<file path="src/rtl/sram_burst_ctrl_if.sv">
// Command, write, read and SRAM bus bundle for sram_burst_ctrl.
// cmd_err exists only when SRAM_BURST_BOUNDS_CHK_EN is defined.
interface sram_burst_ctrl_if #(
  parameter int ADDR_W = 7,
  parameter int DATA_W = 32,
  parameter int LEN_W  = 7
);
  logic              cmd_valid;
  logic              cmd_ready;
  logic              cmd_write;
  logic [ADDR_W-1:0] cmd_addr;
  logic [LEN_W-1:0]  cmd_len;
  logic              wr_valid;
  logic              wr_ready;
  logic [DATA_W-1:0] wr_data;
  logic              rd_valid;
  logic              rd_ready;
  logic [DATA_W-1:0] rd_data;
  logic              busy;
  logic              done;
  logic              sram_en;
  logic              sram_rw;
  logic [ADDR_W-1:0] sram_addr;
  logic [DATA_W-1:0] sram_wdata;
  logic [DATA_W-1:0] sram_rdata;
`ifdef SRAM_BURST_BOUNDS_CHK_EN
  logic              cmd_err;

  modport slave (
    input  cmd_valid, cmd_write, cmd_addr, cmd_len, wr_valid, wr_data, rd_ready, sram_rdata,
    output cmd_ready, wr_ready, rd_valid, rd_data, busy, done,
           sram_en, sram_rw, sram_addr, sram_wdata, cmd_err
  );
  modport master (
    output cmd_valid, cmd_write, cmd_addr, cmd_len, wr_valid, wr_data, rd_ready, sram_rdata,
    input  cmd_ready, wr_ready, rd_valid, rd_data, busy, done,
           sram_en, sram_rw, sram_addr, sram_wdata, cmd_err
  );
`else
  modport slave (
    input  cmd_valid, cmd_write, cmd_addr, cmd_len, wr_valid, wr_data, rd_ready, sram_rdata,
    output cmd_ready, wr_ready, rd_valid, rd_data, busy, done,
           sram_en, sram_rw, sram_addr, sram_wdata
  );
  modport master (
    output cmd_valid, cmd_write, cmd_addr, cmd_len, wr_valid, wr_data, rd_ready, sram_rdata,
    input  cmd_ready, wr_ready, rd_valid, rd_data, busy, done,
           sram_en, sram_rw, sram_addr, sram_wdata
  );
`endif
endinterface

</file>
<file path="src/rtl/sram_burst_ctrl.sv">
// Burst controller in front of a synchronous single-port SRAM with a 2-entry read buffer.
// Optional bounds check (cmd_err) enabled by defining SRAM_BURST_BOUNDS_CHK_EN.
module sram_burst_ctrl #(
  parameter int ADDR_W = 7,
  parameter int DATA_W = 32,
  parameter int LEN_W  = 7
) (
  input  logic               Clk,
  input  logic               Rst,
  sram_burst_ctrl_if.slave   bus
);
  typedef enum logic [1:0] {IDLE, WRITE, READ, DRAIN} state_e;

  state_e            state_q, state_d;
  logic [ADDR_W-1:0] cur_addr_q, cur_addr_d;
  logic [LEN_W:0]    remaining_q, remaining_d;
  logic              inflight_q, inflight_d;
  logic [1:0]        occ_q, occ_d;
  logic              done_q, done_d;
  logic [DATA_W-1:0] buf_q [2];

  logic              cmd_ready, wr_ready, rd_valid;
  logic              cmd_fire, wr_fire, pop, push, issue;
  logic              sram_en, sram_rw;
  logic [ADDR_W-1:0] sram_addr;
  logic [DATA_W-1:0] sram_wdata;

  // Every handshake output is gated by Rst so a reset cycle never moves data.
  assign cmd_ready = (state_q == IDLE) & ~Rst;
  assign wr_ready  = (state_q == WRITE) & ~Rst;
  assign rd_valid  = (occ_q != 2'd0) & ~Rst;
  assign cmd_fire  = bus.cmd_valid & cmd_ready;
  assign wr_fire   = bus.wr_valid & wr_ready;
  assign pop       = rd_valid & bus.rd_ready;
  assign push      = inflight_q;
  // Only issue if the word can land in the buffer after this cycle's pop.
  assign issue     = ~Rst & (state_q == READ) & (remaining_q != '0) &
                     (({1'b0, occ_q} + {2'b00, inflight_q}) < (3'd2 + {2'b00, pop}));

`ifdef SRAM_BURST_BOUNDS_CHK_EN
  localparam int SUM_W = ((ADDR_W > LEN_W) ? ADDR_W : LEN_W) + 1;
  logic cmd_err_q, cmd_err_d;
  logic cmd_oob;
  assign cmd_oob     = (SUM_W'(bus.cmd_addr) + SUM_W'(bus.cmd_len)) > SUM_W'((1 << ADDR_W) - 1);
  assign bus.cmd_err = cmd_err_q & ~Rst;
`endif

  always_comb begin
    state_d     = state_q;
    cur_addr_d  = cur_addr_q;
    remaining_d = remaining_q;
    inflight_d  = issue;
    done_d      = 1'b0;
`ifdef SRAM_BURST_BOUNDS_CHK_EN
    cmd_err_d   = 1'b0;
`endif
    case (state_q)
      IDLE: begin
        if (cmd_fire) begin
`ifdef SRAM_BURST_BOUNDS_CHK_EN
          if (cmd_oob) begin
            done_d    = 1'b1;
            cmd_err_d = 1'b1;
          end else begin
`endif
            cur_addr_d  = bus.cmd_addr;
            remaining_d = {1'b0, bus.cmd_len} + (LEN_W+1)'(1);
            state_d     = bus.cmd_write ? WRITE : READ;
`ifdef SRAM_BURST_BOUNDS_CHK_EN
          end
`endif
        end
      end
      WRITE: begin
        if (wr_fire) begin
          cur_addr_d  = cur_addr_q + ADDR_W'(1);
          remaining_d = remaining_q - (LEN_W+1)'(1);
          if (remaining_q == (LEN_W+1)'(1)) begin
            state_d = IDLE;
            done_d  = 1'b1;
          end
        end
      end
      READ: begin
        if (issue) begin
          cur_addr_d  = cur_addr_q + ADDR_W'(1);
          remaining_d = remaining_q - (LEN_W+1)'(1);
          if (remaining_q == (LEN_W+1)'(1)) state_d = DRAIN;
        end
      end
      DRAIN: begin
        if (!inflight_q && occ_q == 2'd0) begin
          state_d = IDLE;
          done_d  = 1'b1;
        end
      end
      default: state_d = IDLE;
    endcase
  end

  assign occ_d = occ_q + {1'b0, push} - {1'b0, pop};

  always_comb begin
    sram_en    = 1'b0;
    sram_rw    = 1'b0;
    sram_addr  = '0;
    sram_wdata = '0;
    if (state_q == WRITE && !Rst) begin
      sram_en    = bus.wr_valid;
      sram_rw    = bus.wr_valid;
      sram_addr  = cur_addr_q;
      sram_wdata = bus.wr_data;
    end else if (issue) begin
      sram_en   = 1'b1;
      sram_addr = cur_addr_q;
    end
  end

  always_ff @(posedge Clk) begin
    if (Rst) begin
      state_q     <= IDLE;
      cur_addr_q  <= '0;
      remaining_q <= '0;
      inflight_q  <= 1'b0;
      occ_q       <= 2'd0;
      done_q      <= 1'b0;
`ifdef SRAM_BURST_BOUNDS_CHK_EN
      cmd_err_q   <= 1'b0;
`endif
    end else begin
      state_q     <= state_d;
      cur_addr_q  <= cur_addr_d;
      remaining_q <= remaining_d;
      inflight_q  <= inflight_d;
      occ_q       <= occ_d;
      done_q      <= done_d;
`ifdef SRAM_BURST_BOUNDS_CHK_EN
      cmd_err_q   <= cmd_err_d;
`endif
    end
  end

  // Buffer payload needs no reset; occupancy alone defines what is valid.
  always_ff @(posedge Clk) begin
    if (push) begin
      if (pop) begin
        if (occ_q == 2'd2) begin
          buf_q[0] <= buf_q[1];
          buf_q[1] <= bus.sram_rdata;
        end else begin
          buf_q[0] <= bus.sram_rdata;
        end
      end else if (occ_q == 2'd0) begin
        buf_q[0] <= bus.sram_rdata;
      end else begin
        buf_q[1] <= bus.sram_rdata;
      end
    end else if (pop) begin
      buf_q[0] <= buf_q[1];
    end
  end

  assign bus.cmd_ready  = cmd_ready;
  assign bus.wr_ready   = wr_ready;
  assign bus.rd_valid   = rd_valid;
  assign bus.rd_data    = rd_valid ? buf_q[0] : '0;
  assign bus.busy       = (state_q != IDLE) & ~Rst;
  assign bus.done       = done_q & ~Rst;
  assign bus.sram_en    = sram_en;
  assign bus.sram_rw    = sram_rw;
  assign bus.sram_addr  = sram_addr;
  assign bus.sram_wdata = sram_wdata;
endmodule

</file>
<file path="src/flat_wrapper.sv">
// flat-port wrapper written by rule: the top's interface ports become plain ports
module sram_burst_ctrl_flat 
#(
  parameter int ADDR_W = 7,
  parameter int DATA_W = 32,
  parameter int LEN_W  = 7
)
  (Clk, Rst, bus_cmd_valid, bus_cmd_write, bus_cmd_addr, bus_cmd_len, bus_wr_valid, bus_wr_data, bus_rd_ready, bus_sram_rdata, bus_cmd_ready, bus_wr_ready, bus_rd_valid, bus_rd_data, bus_busy, bus_done, bus_sram_en, bus_sram_rw, bus_sram_addr, bus_sram_wdata);
  sram_burst_ctrl_if #(.ADDR_W(ADDR_W), .DATA_W(DATA_W), .LEN_W(LEN_W)) bus_i ();
  input  logic Clk;
  input  logic Rst;
  input wire logic [$bits(bus_i.cmd_valid)-1:0] bus_cmd_valid;
  input wire logic [$bits(bus_i.cmd_write)-1:0] bus_cmd_write;
  input wire logic [$bits(bus_i.cmd_addr)-1:0] bus_cmd_addr;
  input wire logic [$bits(bus_i.cmd_len)-1:0] bus_cmd_len;
  input wire logic [$bits(bus_i.wr_valid)-1:0] bus_wr_valid;
  input wire logic [$bits(bus_i.wr_data)-1:0] bus_wr_data;
  input wire logic [$bits(bus_i.rd_ready)-1:0] bus_rd_ready;
  input wire logic [$bits(bus_i.sram_rdata)-1:0] bus_sram_rdata;
  output wire logic [$bits(bus_i.cmd_ready)-1:0] bus_cmd_ready;
  output wire logic [$bits(bus_i.wr_ready)-1:0] bus_wr_ready;
  output wire logic [$bits(bus_i.rd_valid)-1:0] bus_rd_valid;
  output wire logic [$bits(bus_i.rd_data)-1:0] bus_rd_data;
  output wire logic [$bits(bus_i.busy)-1:0] bus_busy;
  output wire logic [$bits(bus_i.done)-1:0] bus_done;
  output wire logic [$bits(bus_i.sram_en)-1:0] bus_sram_en;
  output wire logic [$bits(bus_i.sram_rw)-1:0] bus_sram_rw;
  output wire logic [$bits(bus_i.sram_addr)-1:0] bus_sram_addr;
  output wire logic [$bits(bus_i.sram_wdata)-1:0] bus_sram_wdata;
  assign bus_i.cmd_valid = bus_cmd_valid;
  assign bus_i.cmd_write = bus_cmd_write;
  assign bus_i.cmd_addr = bus_cmd_addr;
  assign bus_i.cmd_len = bus_cmd_len;
  assign bus_i.wr_valid = bus_wr_valid;
  assign bus_i.wr_data = bus_wr_data;
  assign bus_i.rd_ready = bus_rd_ready;
  assign bus_i.sram_rdata = bus_sram_rdata;
  assign bus_cmd_ready = bus_i.cmd_ready;
  assign bus_wr_ready = bus_i.wr_ready;
  assign bus_rd_valid = bus_i.rd_valid;
  assign bus_rd_data = bus_i.rd_data;
  assign bus_busy = bus_i.busy;
  assign bus_done = bus_i.done;
  assign bus_sram_en = bus_i.sram_en;
  assign bus_sram_rw = bus_i.sram_rw;
  assign bus_sram_addr = bus_i.sram_addr;
  assign bus_sram_wdata = bus_i.sram_wdata;
  sram_burst_ctrl #(.ADDR_W(ADDR_W), .DATA_W(DATA_W), .LEN_W(LEN_W)) u_core (.Clk(Clk), .Rst(Rst), .bus(bus_i));
endmodule
</file>
<file path="config.mk">
export PLATFORM = sky130hd
export DESIGN_NAME = sram_burst_ctrl_flat
export DESIGN_NICKNAME = d
export VERILOG_FILES = /design/src/rtl/sram_burst_ctrl_if.sv /design/src/rtl/sram_burst_ctrl.sv /design/src/flat_wrapper.sv
export SDC_FILE = /design/constraint.sdc
export NUM_CORES = 1
export LEC_CHECK = 0
export CORE_UTILIZATION = 45
export CTS_BUF_LIST = sky130_fd_sc_hd__clkbuf_4 sky130_fd_sc_hd__clkbuf_8 sky130_fd_sc_hd__clkbuf_16
export DETAILED_ROUTE_END_ITERATION = 8
export GPL_TIMING_DRIVEN = 0
export PLACE_DENSITY = 0.81
export SETUP_SLACK_MARGIN = 0.2
export SYNTH_ARGS = -nofsm -noshare
export SYNTH_HDL_FRONTEND = slang
export SYNTH_SLANG_ARGS = --single-unit
</file>
<file path="constraint.sdc">
create_clock -name Clk -period 3.36 [get_ports Clk]
set_input_delay 0.336 -clock Clk [delete_from_list [all_inputs] [get_ports Clk]]
set_output_delay 0.336 -clock Clk [all_outputs]
set_load 0.02 [all_outputs]
</file>
; ---- After elaboration in Yosys (flattened, before gate mapping)
; Memories as Yosys holds them, arrays and structs flattened.
; Index checks and enable logic that the tools add are counted.
[word_totals]
reg_bits = 21
latch_bits = 0
mem_bits_rw = 64
romBits = 0
input_bits = 84
output_inout_bits = 78
word_cells = 104
memories = 1
[classes]
addsub = 7
mul = 0
n_div = 0
n_lt_le_gt_ge = 1
n_eq_ne = 11
shifts = 0
mux = 50
n_bitwise = 16
reduce_logical = 12
[mem_list]
columns = name, words, word_bits, rd, rd_clocked_by_memory_dff, wr, line_no
row1 = u_core.buf_q, 2, 32, 2, 0, 2, sram_burst_ctrl.sv:20  ; logic [DATA_W-1:0] buf_q [2];
[op_table]
columns = operator, count
row1 = 32-bit two-way mux, 6
row2 = 7-bit two-way mux, 5
row3 = 1-bit two-way mux, 25
row4 = 8-bit two-way mux, 3
row5 = 8-bit one-hot mux with 3 select lines, 1
row6 = 7-bit one-hot mux with 3 select lines, 1
row7 = 2-bit two-way mux, 7
row8 = 1-bit AND, 11
row9 = 7-bit by 1-bit adder with 8-bit output (second input constant), 1
row10 = 8-bit by 1-bit == test with 1-bit output (second input constant), 1
row11 = 2-bit by 1-bit != test with 1-bit output (second input constant), 4
row12 = 2-bit one-hot mux with 4 select lines, 1
row13 = 8-bit nonzero test, 1
row14 = 8-bit by 1-bit subtractor with 8-bit output (second input constant), 1
row15 = 7-bit by 1-bit adder with 7-bit output (second input constant), 1
row16 = 2-bit == test (second input constant), 3
row17 = 6-bit AND reduction, 1
row18 = 2-bit logical NOT, 2
row19 = 2-bit != test (second input constant), 2
row20 = 1-bit OR, 4
row21 = 4-bit AND reduction, 1
row22 = 2-bit nonzero test, 2
row23 = 2-bit by 1-bit adder with 3-bit output, 1
row24 = 2-bit by 1-bit adder with 3-bit output (first input constant), 1
row25 = other kinds (9), 11

; ---- Longest topological paths before layout
; Gate-level depths: netlist (run 1).
[logic_depth]
ltp_word = 9
depth_mapped = 9
ltp_nobuf = 7

; ---- Worst setup path before layout (run 1)
; OpenSTA, ideal clock, no wires.
[synth_path]
kind = input port to flip-flop
start = input port Rst
end = memory u_core.buf_q[1][0] (enable)
setup_time_ns = 0.441
t_arrival_ns = 2.684
required_ns = 2.919
path_slack_ns = 0.236
stages = 4
path_buffers = 2
cell_sequence = clkbuf_1 inv_2 clkbuf_1 a31oi_1
[synth_lines]
columns = element, line_no
row1 = from (decl), flat_wrapper.sv:11  ; input logic Rst;
row2 = to (decl), sram_burst_ctrl.sv:20

; ---- Final worst setup path (run 1)
[layout_path]
start = register u_core.occ_q[0]
end = output port bus_sram_addr[5]
[layout_between]
elab_chain_cells = 8
word_cells_on_any_way = 9
classes_between = add/sub (2) / order compare (1) / mux (2) / bitwise (3) / reduce/logical (1)
[layout_rtl]
columns = element, line_no
row1 = from (decl), sram_burst_ctrl.sv:18  ; logic [1:0] occ_q, occ_d;
row2 = from (signal assigned), sram_burst_ctrl.sv:125  ; occ_q <= 2'd0;
row3 = from (signal assigned), sram_burst_ctrl.sv:135  ; occ_q <= occ_d;
row4 = 2-bit nonzero test, sram_burst_ctrl.sv:31  ; assign rd_valid = (occ_q != 2'd0) & ~Rst;
row5 = 1-bit AND, sram_burst_ctrl.sv:31
row6 = 1-bit AND, sram_burst_ctrl.sv:34  ; assign pop = rd_valid & bus.rd_ready;
row7 = 2-bit by 1-bit adder with 3-bit output, sram_burst_ctrl.sv:38  ; (({1'b0, occ_q} + {2'b00, inflight_q}) < (3'd2 + {2'b00, pop}));
row8 = 3-bit < comparator (*), sram_burst_ctrl.sv:38
row9 = 1-bit AND (*), sram_burst_ctrl.sv:37  ; assign issue = ~Rst & (state_q == READ) & (remaining_q != '0) &
row10 = 7-bit two-way mux (*), sram_burst_ctrl.sv:113  ; end else if (issue) begin
row11 = 7-bit two-way mux (*), sram_burst_ctrl.sv:108  ; if (state_q == WRITE && !Rst) begin
row12 = to (decl), flat_wrapper.sv:28  ; output wire logic [$bits(bus_i.sram_addr)-1:0] bus_sram_addr;
; Every way passes the cells marked *; elsewhere a longest branch is shown, timed or not.

==> results of run 1 <==
[cells in the final DEF, fill, tap and decap left out, drive strengths merged, types with 8 or more instances in the layout]
master	instances
clkdlybuf4s50	153
edfxtp	64
and3	35
and2	33
mux2	33
nor2	27
clkbuf	27
dfxtp	21
a21oi	17
nand2	15
inv	14
ha	13
nor2b	8
o21ai	8
[logic make-up (layout without fill, tap and decap cells)]
kind of cell	Yosys count	in the layout	synth area share, %
adders and majority gates	13	13	3.73
muxes	36	36	9.22
xor gates and xnor gates	13	13	2.61
AOI/OAI and AO/OA	54	54	9.83
DFF	85	85	53.8
and+or+nand+nor	141	141	17.8
buffers and inverters	33	211	3.02
[power groups by stage]
| stage | logic (mW) | clock network [mW] | registers (mW) |
|---|---|---|---|
| after floorplan | 1.06 | 0 | 1.41 |
| final | 1.59 | 0.767 | 1.42 |
| after CTS | 1.60 | 0.782 | 1.42 |
| after global placement | 1.54 | 0 | 1.43 |
| after detailed placement | 1.59 | 0 | 1.44 |
| after global routing | 1.73 | 0.831 | 1.44 |
[per-layer routing]
metal	share of wire [%]	routed length, um	vias to the layer above	track usage [%]
li1	-	-	1709	-
met1	45	4870	1618	28.0
met2	49	5280	94	36.5
met3	4.1	438	18	3.41
met4	1.4	149	0	7.69
met5	0	0	-	0
[sequential cells by signal, indices dropped and copies added (netlist names)]
name	cells
u_core.buf_q	64
u_core.cur_addr_q	7
u_core.done_q	1
u_core.inflight_q	1
u_core.occ_q	2
u_core.remaining_q	8
u_core.state_q	2
[layout make-up]
cell class / instances / area (sq um)
plain buffers: 22 / 90.1
fillers: 718 / 2950
clock buffers: 9 / 124
multi-input cells: 257 / 1900
repair buffers: 162 / 1630
flip-flops and latches: 85 / 2340
inverters: 11 / 41.3
clock inverters: 7 / 92.6
well taps: 129 / 161
[worst max-delay path, stage by stage, from the launching register on]
cell and delay, ns:
dfxtp_1 0.41, ha_1 0.25, ha_1 0.18, or3b_1 0.41
a31oi_4 0.22, and2_1 0.20, nor2_1 0.15, nor2b_1 0.15
dlygate4sd2_1 0.35
[worst max path at each step]
| stage | from | end | slack (ns) | cells past startpoint |
|---|---|---|---|---|
| after floorplan | Rst | u_core.buf_q[1][0] | 0.24 | 4 |
| after global placement | Rst | u_core.buf_q[1][13] | -1.38 | 5 |
| after detailed placement | u_core.occ_q[0] | bus_sram_addr[5] | 0.45 | 8 |
| after CTS | u_core.occ_q[0] | bus_sram_en | 0.23 | 7 |
| after global routing | u_core.occ_q[0] | bus_sram_addr[5] | 0.22 | 8 |
| final | u_core.occ_q[0] | bus_sram_addr[5] | 0.35 | 8 |
[stage by stage]
| step | std cells | utilization [%] | power [mW] |
|---|---|---|---|
| 6_report | 682 | 68.4 | 3.78 |
| 3_5_place_dp | 666 | 66.2 | 3.03 |
| 5_1_grt | 682 | 68.4 | 4.00 |
| 4_1_cts | 682 | 68.4 | 3.80 |
| 2_1_floorplan | 375 | - | 2.47 |
| 3_3_place_gp | 665 | 65.7 | 2.97 |
==> impl_metrics.yaml, run 1 <==
timing:
  final.setup.tns_ns: 0
  finalSetupViolCount: 0
  fmax_mhz: 333
  max-slew-margin-rel_pct: 15.9
  tightest_slew_ns: 1.26
  finalMaxSlewViolations: 0
  setup_slack_ns: 0.354
  rsz0062_at_grt: "false"
  min_period_ns: 3.01
  whs_ns: 0.493
  skew_ns: 0.0168
  fin_crit_sh_pct: 89.5
  hold_viol: 0
worst_hold_path:
  hold_path_class: "reg2reg"
  min_from: "u_core.cur_addr_q[6]"
  hold_depth: 2
  whs_endpoint: "u_core.cur_addr_q[6]"
synth:
  synth_seq_cells: 85
  syn_inst: 375
  synth-edff-count: 64
  synth.most_common_cell: "edfxtp_1"
  synth_area_sq_um: 4360
  synth.largest_area_cell: "edfxtp_1"
  async_reset_ff_share_pct: 0
  ys_types: 46
  yosysSeqAreaShare_pct: 53.8
  synth_area_per_cell_sq_um: 11.6
  synth_commonest_cells: "edfxtp_1 (64), and3_1 (35), and2_1 (33)"
  synth_flop_cell: "edfxtp_1"
  netlist.area_leader.share_pct: 44.1
  synth_warnings: 0
  syn-num-nets: 472
  synth.top_cells.by_area: "edfxtp_1 (44%), dfxtp_1 (9.7%), mux2_1 (8.3%)"
power_and_ir_drop:
  p_switching_mw: 1.42
  switching_share_pct: 37.6
  power_leakage_nw: 2.41
  seqPwrFrac_pct: 37.6
  p_per_area_nw_per_um2: 593
  power_frac_clock_pct: 20.3
  internal-power_mw: 2.36
  comb_power_share_pct: 42.2
  vdd_ir_drop_max_mv: 0.344
cts:
  clk_latency_ns: 0.36
  cts_buffer_depth: 2
  cts_setup_buffers: 0
  path_clk_slew_ns: 0.09
  cts_buffers: 9
  tritoncts: "yes"
  clock_sinks: 85
  hold_buffers: 0
  cts-root-buf: "clkbuf_8"
  htreeDepth: 3
  post_cts_resized: 7
die:
  num_rows: 35
  io_pins: 162
  fp.dieH_um: 100
  die_area_sq_um: 10100
  core_area_sq_um: 9330
  die_x_um: 100
  start_util_pct: 46.7
finish:
  fin_area_sq_um: 6380
  n_antenna_cell: 0
  final_nets: 645
  area_growth_pct: 46.5
  drive_gt1_share_pct: 5.97
global_route:
  first_global_vias: 3379
  antenna_found_initial: 0
  grt_max_degree: 33
  grt_usage_pct: 21.5
  grt-ovfl-total: 0
  grt_first_pass_wirelength_mm: 16.9
placement:
  port_buffers: 161
  place_ws_ns: 0.450
  place_congestion: 0.863
  dpl_cell_area_sq_um: 6170
  post-dp-hpwl_mm: 8.19
worst_setup_path:
  critPathKind: "reg2out"
  rrSetupSlack_ns: 0.93
  critPathLaunchType: "flop"
  rr_worst_depth: 8
  end_kind: "output port"
  cp.arrival_ns: 2.67
  r2r-end: "u_core.remaining_q[5]"
  r2r-start: "u_core.occ_q[0]"
  required_ns: 3.02
  critPathMaxFanout: 8
routing:
  firstDrtPassIters: 4
  finalWirelength_mm: 10.7
  post-route-drc-count: 0
  wl_per_cell_um: 15.7
  drt_iter0_drc: 145
  ant_nets: 0
  viasPerCell: 5.04
  vias: 3439
job:
  max_cap_violations: 0
status:
  run_status: "finished clean"
No activity file was read; power rests on OpenSTA's default activity.
==> run 2: changes to the inputs <==
--- a/config.mk
+++ b/config.mk
@@ -6,7 +6,7 @@
 export NUM_CORES = 1
 export LEC_CHECK = 0
 export CORE_UTILIZATION = 45
-export CTS_BUF_LIST = sky130_fd_sc_hd__clkbuf_4 sky130_fd_sc_hd__clkbuf_8 sky130_fd_sc_hd__clkbuf_16
+export CTS_CLUSTER_DIAMETER = 40
 export DETAILED_ROUTE_END_ITERATION = 8
 export GPL_TIMING_DRIVEN = 0
 export PLACE_DENSITY = 0.81
==> results of run 2 <==
Final layout, timing and power as in run 1 (identical DEF).
==> run 3: changes to the inputs <==
--- a/config.mk
+++ b/config.mk
@@ -10,7 +10,7 @@
 export DETAILED_ROUTE_END_ITERATION = 8
 export GPL_TIMING_DRIVEN = 0
 export PLACE_DENSITY = 0.81
-export SETUP_SLACK_MARGIN = 0.2
+export SETUP_SLACK_MARGIN = 0.1
 export SYNTH_ARGS = -nofsm -noshare
 export SYNTH_HDL_FRONTEND = slang
 export SYNTH_SLANG_ARGS = --single-unit
==> run 3 against run 2 <==
Global-route usage stayed put. First-iteration DRC count stayed put. Sequential share of layout area hardly changed. Clock power hardly changed. Total power hardly changed. Worst setup slack worse by 0.090 ns. Clock skew hardly changed. Register-to-register slack hardly changed. Hold slack hardly changed. Die area stayed put. Critical endpoint is now bus_sram_en.
==> impl_metrics.yaml, run 3 (synthesis gave the netlist of run 1 again) <==
timing:
  final.setup.tns_ns: 0
  fmax_mhz: 323
  max-slew-margin-rel_pct: 15.9
  hold_viol: 0
  fin_crit_sh_pct: 92.2
  finalMaxSlewViolations: 0
  min_period_ns: 3.10
  skew_ns: 0.0168
  finalSetupViolCount: 0
  tightest_slew_ns: 1.26
  rsz0062_at_grt: "false"
  whs_ns: 0.493
routing:
  drt_iter0_drc: 145
  wl_per_cell_um: 15.7
  firstDrtPassIters: 4
  ant_nets: 0
  post-route-drc-count: 0
  viasPerCell: 5.06
  finalWirelength_mm: 10.7
  vias: 3450
finish:
  largestRegisters: "u_core.buf_q (64), u_core.remaining_q (8), u_core.cur_addr_q (7)"
  largest_reg_flops: 64
  layout_common_cells: "clkdlybuf4s50_1 (154), edfxtp_1 (64), and3_1 (35)"
  n_antenna_cell: 0
  drive_gt1_share_pct: 5.97
  area_growth_pct: 46.5
  layout_commonest_cell: "clkdlybuf4s50_1"
  fin_cells: 682
  final_nets: 645
  regMostFlops: "u_core.buf_q"
cts:
  cts-root-buf: "clkbuf_8"
  cts_buffers: 9
  path_clk_slew_ns: 0.09
  tritoncts: "yes"
  htreeDepth: 3
  clock_sinks: 85
  clk_latency_ns: 0.36
  cts_buffer_depth: 2
  cts_setup_buffers: 0
worst_hold_path:
  whs_endpoint: "u_core.cur_addr_q[6]"
  hold_path_class: "reg2reg"
  min_from: "u_core.cur_addr_q[6]"
  hold_depth: 2
power_and_ir_drop:
  p_per_area_nw_per_um2: 593
  total_power_mw: 3.78
  vdd_ir_drop_max_mv: 0.342
  power_leakage_nw: 2.39
worst_setup_path:
  crit_chain: "ha_1 > ha_1 > or3b_1 > a31oi_4 > and2_1 > a21o_1 > clkdlybuf4s50_1"
  cp.arrival_ns: 2.76
  critPathLaunchType: "flop"
  end_kind: "output port"
  rrSetupSlack_ns: 0.93
  rr_worst_depth: 8
  max_stage_delay_ns: 0.61
  r2r-end: "u_core.remaining_q[5]"
  r2r-start: "u_core.occ_q[0]"
  critPathMostFrequentCell: "ha_1"
  required_ns: 3.02
  critPathMaxFanout: 8
  slowest_stage: "clkdlybuf4s50_1"
  critPathKind: "reg2out"
placement:
  place_inst: 666
  post-dp-hpwl_mm: 8.19
  place_congestion: 0.863
  port_buffers: 161
die:
  die_area_sq_um: 10100
  start_util_pct: 46.7
  core_area_sq_um: 9330
  die_x_um: 100
  fp.dieH_um: 100
  io_pins: 162
  num_rows: 35
global_route:
  grt_usage_pct: 21.5
  grt-ovfl-total: 0
  first_global_vias: 3379
  grt_max_degree: 33
  grt_first_pass_wirelength_mm: 16.9
  antenna_found_initial: 0
job:
  max_cap_violations: 0
status:
  run_status: "finished clean"
-- run 3: per-layer routing --
layer  vias to the layer above  global-route usage (%)  part of all wire [%]
met5                         -                       0                     0
met4                         0                    7.69                   1.4
met3                        18                    3.41                   4.4
met2                       100                    36.5                    49
met1                      1623                    28.0                    45
li1                       1709                       -                     -
-- run 3: final cells by class --
class,instances,area [sq um]
sequential,85,2340
inverter,11,41.3
tap,129,161
timing repair buffer,162,1630
buffer,22,90.1
clock inverter,7,92.6
clock buffer,9,124
multi-input combinational,257,1900
fill,717,2950
-- run 3: repair_timing --
| action | 4_1_cts | 5_1_grt |
|---|---|---|
| endpoints found under the setup margin | 7 | 0 |
| hold buffers | 0 | 0 |
| resized for setup | 7 | 0 |
-- run 3: worst max-delay path by stage --
stage	startpoint	endpoint	slack, ns	cells after the start
3_3_place_gp	Rst	u_core.buf_q[1][13]	-1.38	5
3_5_place_dp	u_core.occ_q[0]	bus_sram_addr[5]	0.45	8
2_1_floorplan	Rst	u_core.buf_q[1][0]	0.24	4
5_1_grt	u_core.occ_q[0]	bus_sram_en	0.16	7
6_report	u_core.occ_q[0]	bus_sram_en	0.26	7
4_1_cts	u_core.occ_q[0]	bus_sram_en	0.23	7
-- run 3: worst max-delay path, delay by kind of cell (launching register included) --
family,cells,cell delay [ns]
AOI/OAI and AO/OA,2,0.35
adders and majority gates,2,0.43
buffers and inverters,1,0.61
DFF,1,0.41
and+or+nand+nor,2,0.61
-- run 3: through the flow --
step           instance area (sq um)  util (%)  setup WS, ns
2_1_floorplan                   4360         -         0.236
3_3_place_gp                    6130      65.7         -1.38
3_5_place_dp                    6170      66.2         0.450
4_1_cts                         6380      68.4         0.226
5_1_grt                         6380      68.4         0.160
6_report                        6380      68.4         0.263
-- run 3: where the power goes --
part           switching, mW  internal, mW
clock                  0.403         0.362
combinational          0.897         0.697
sequential             0.119          1.30
total                   1.42          2.36
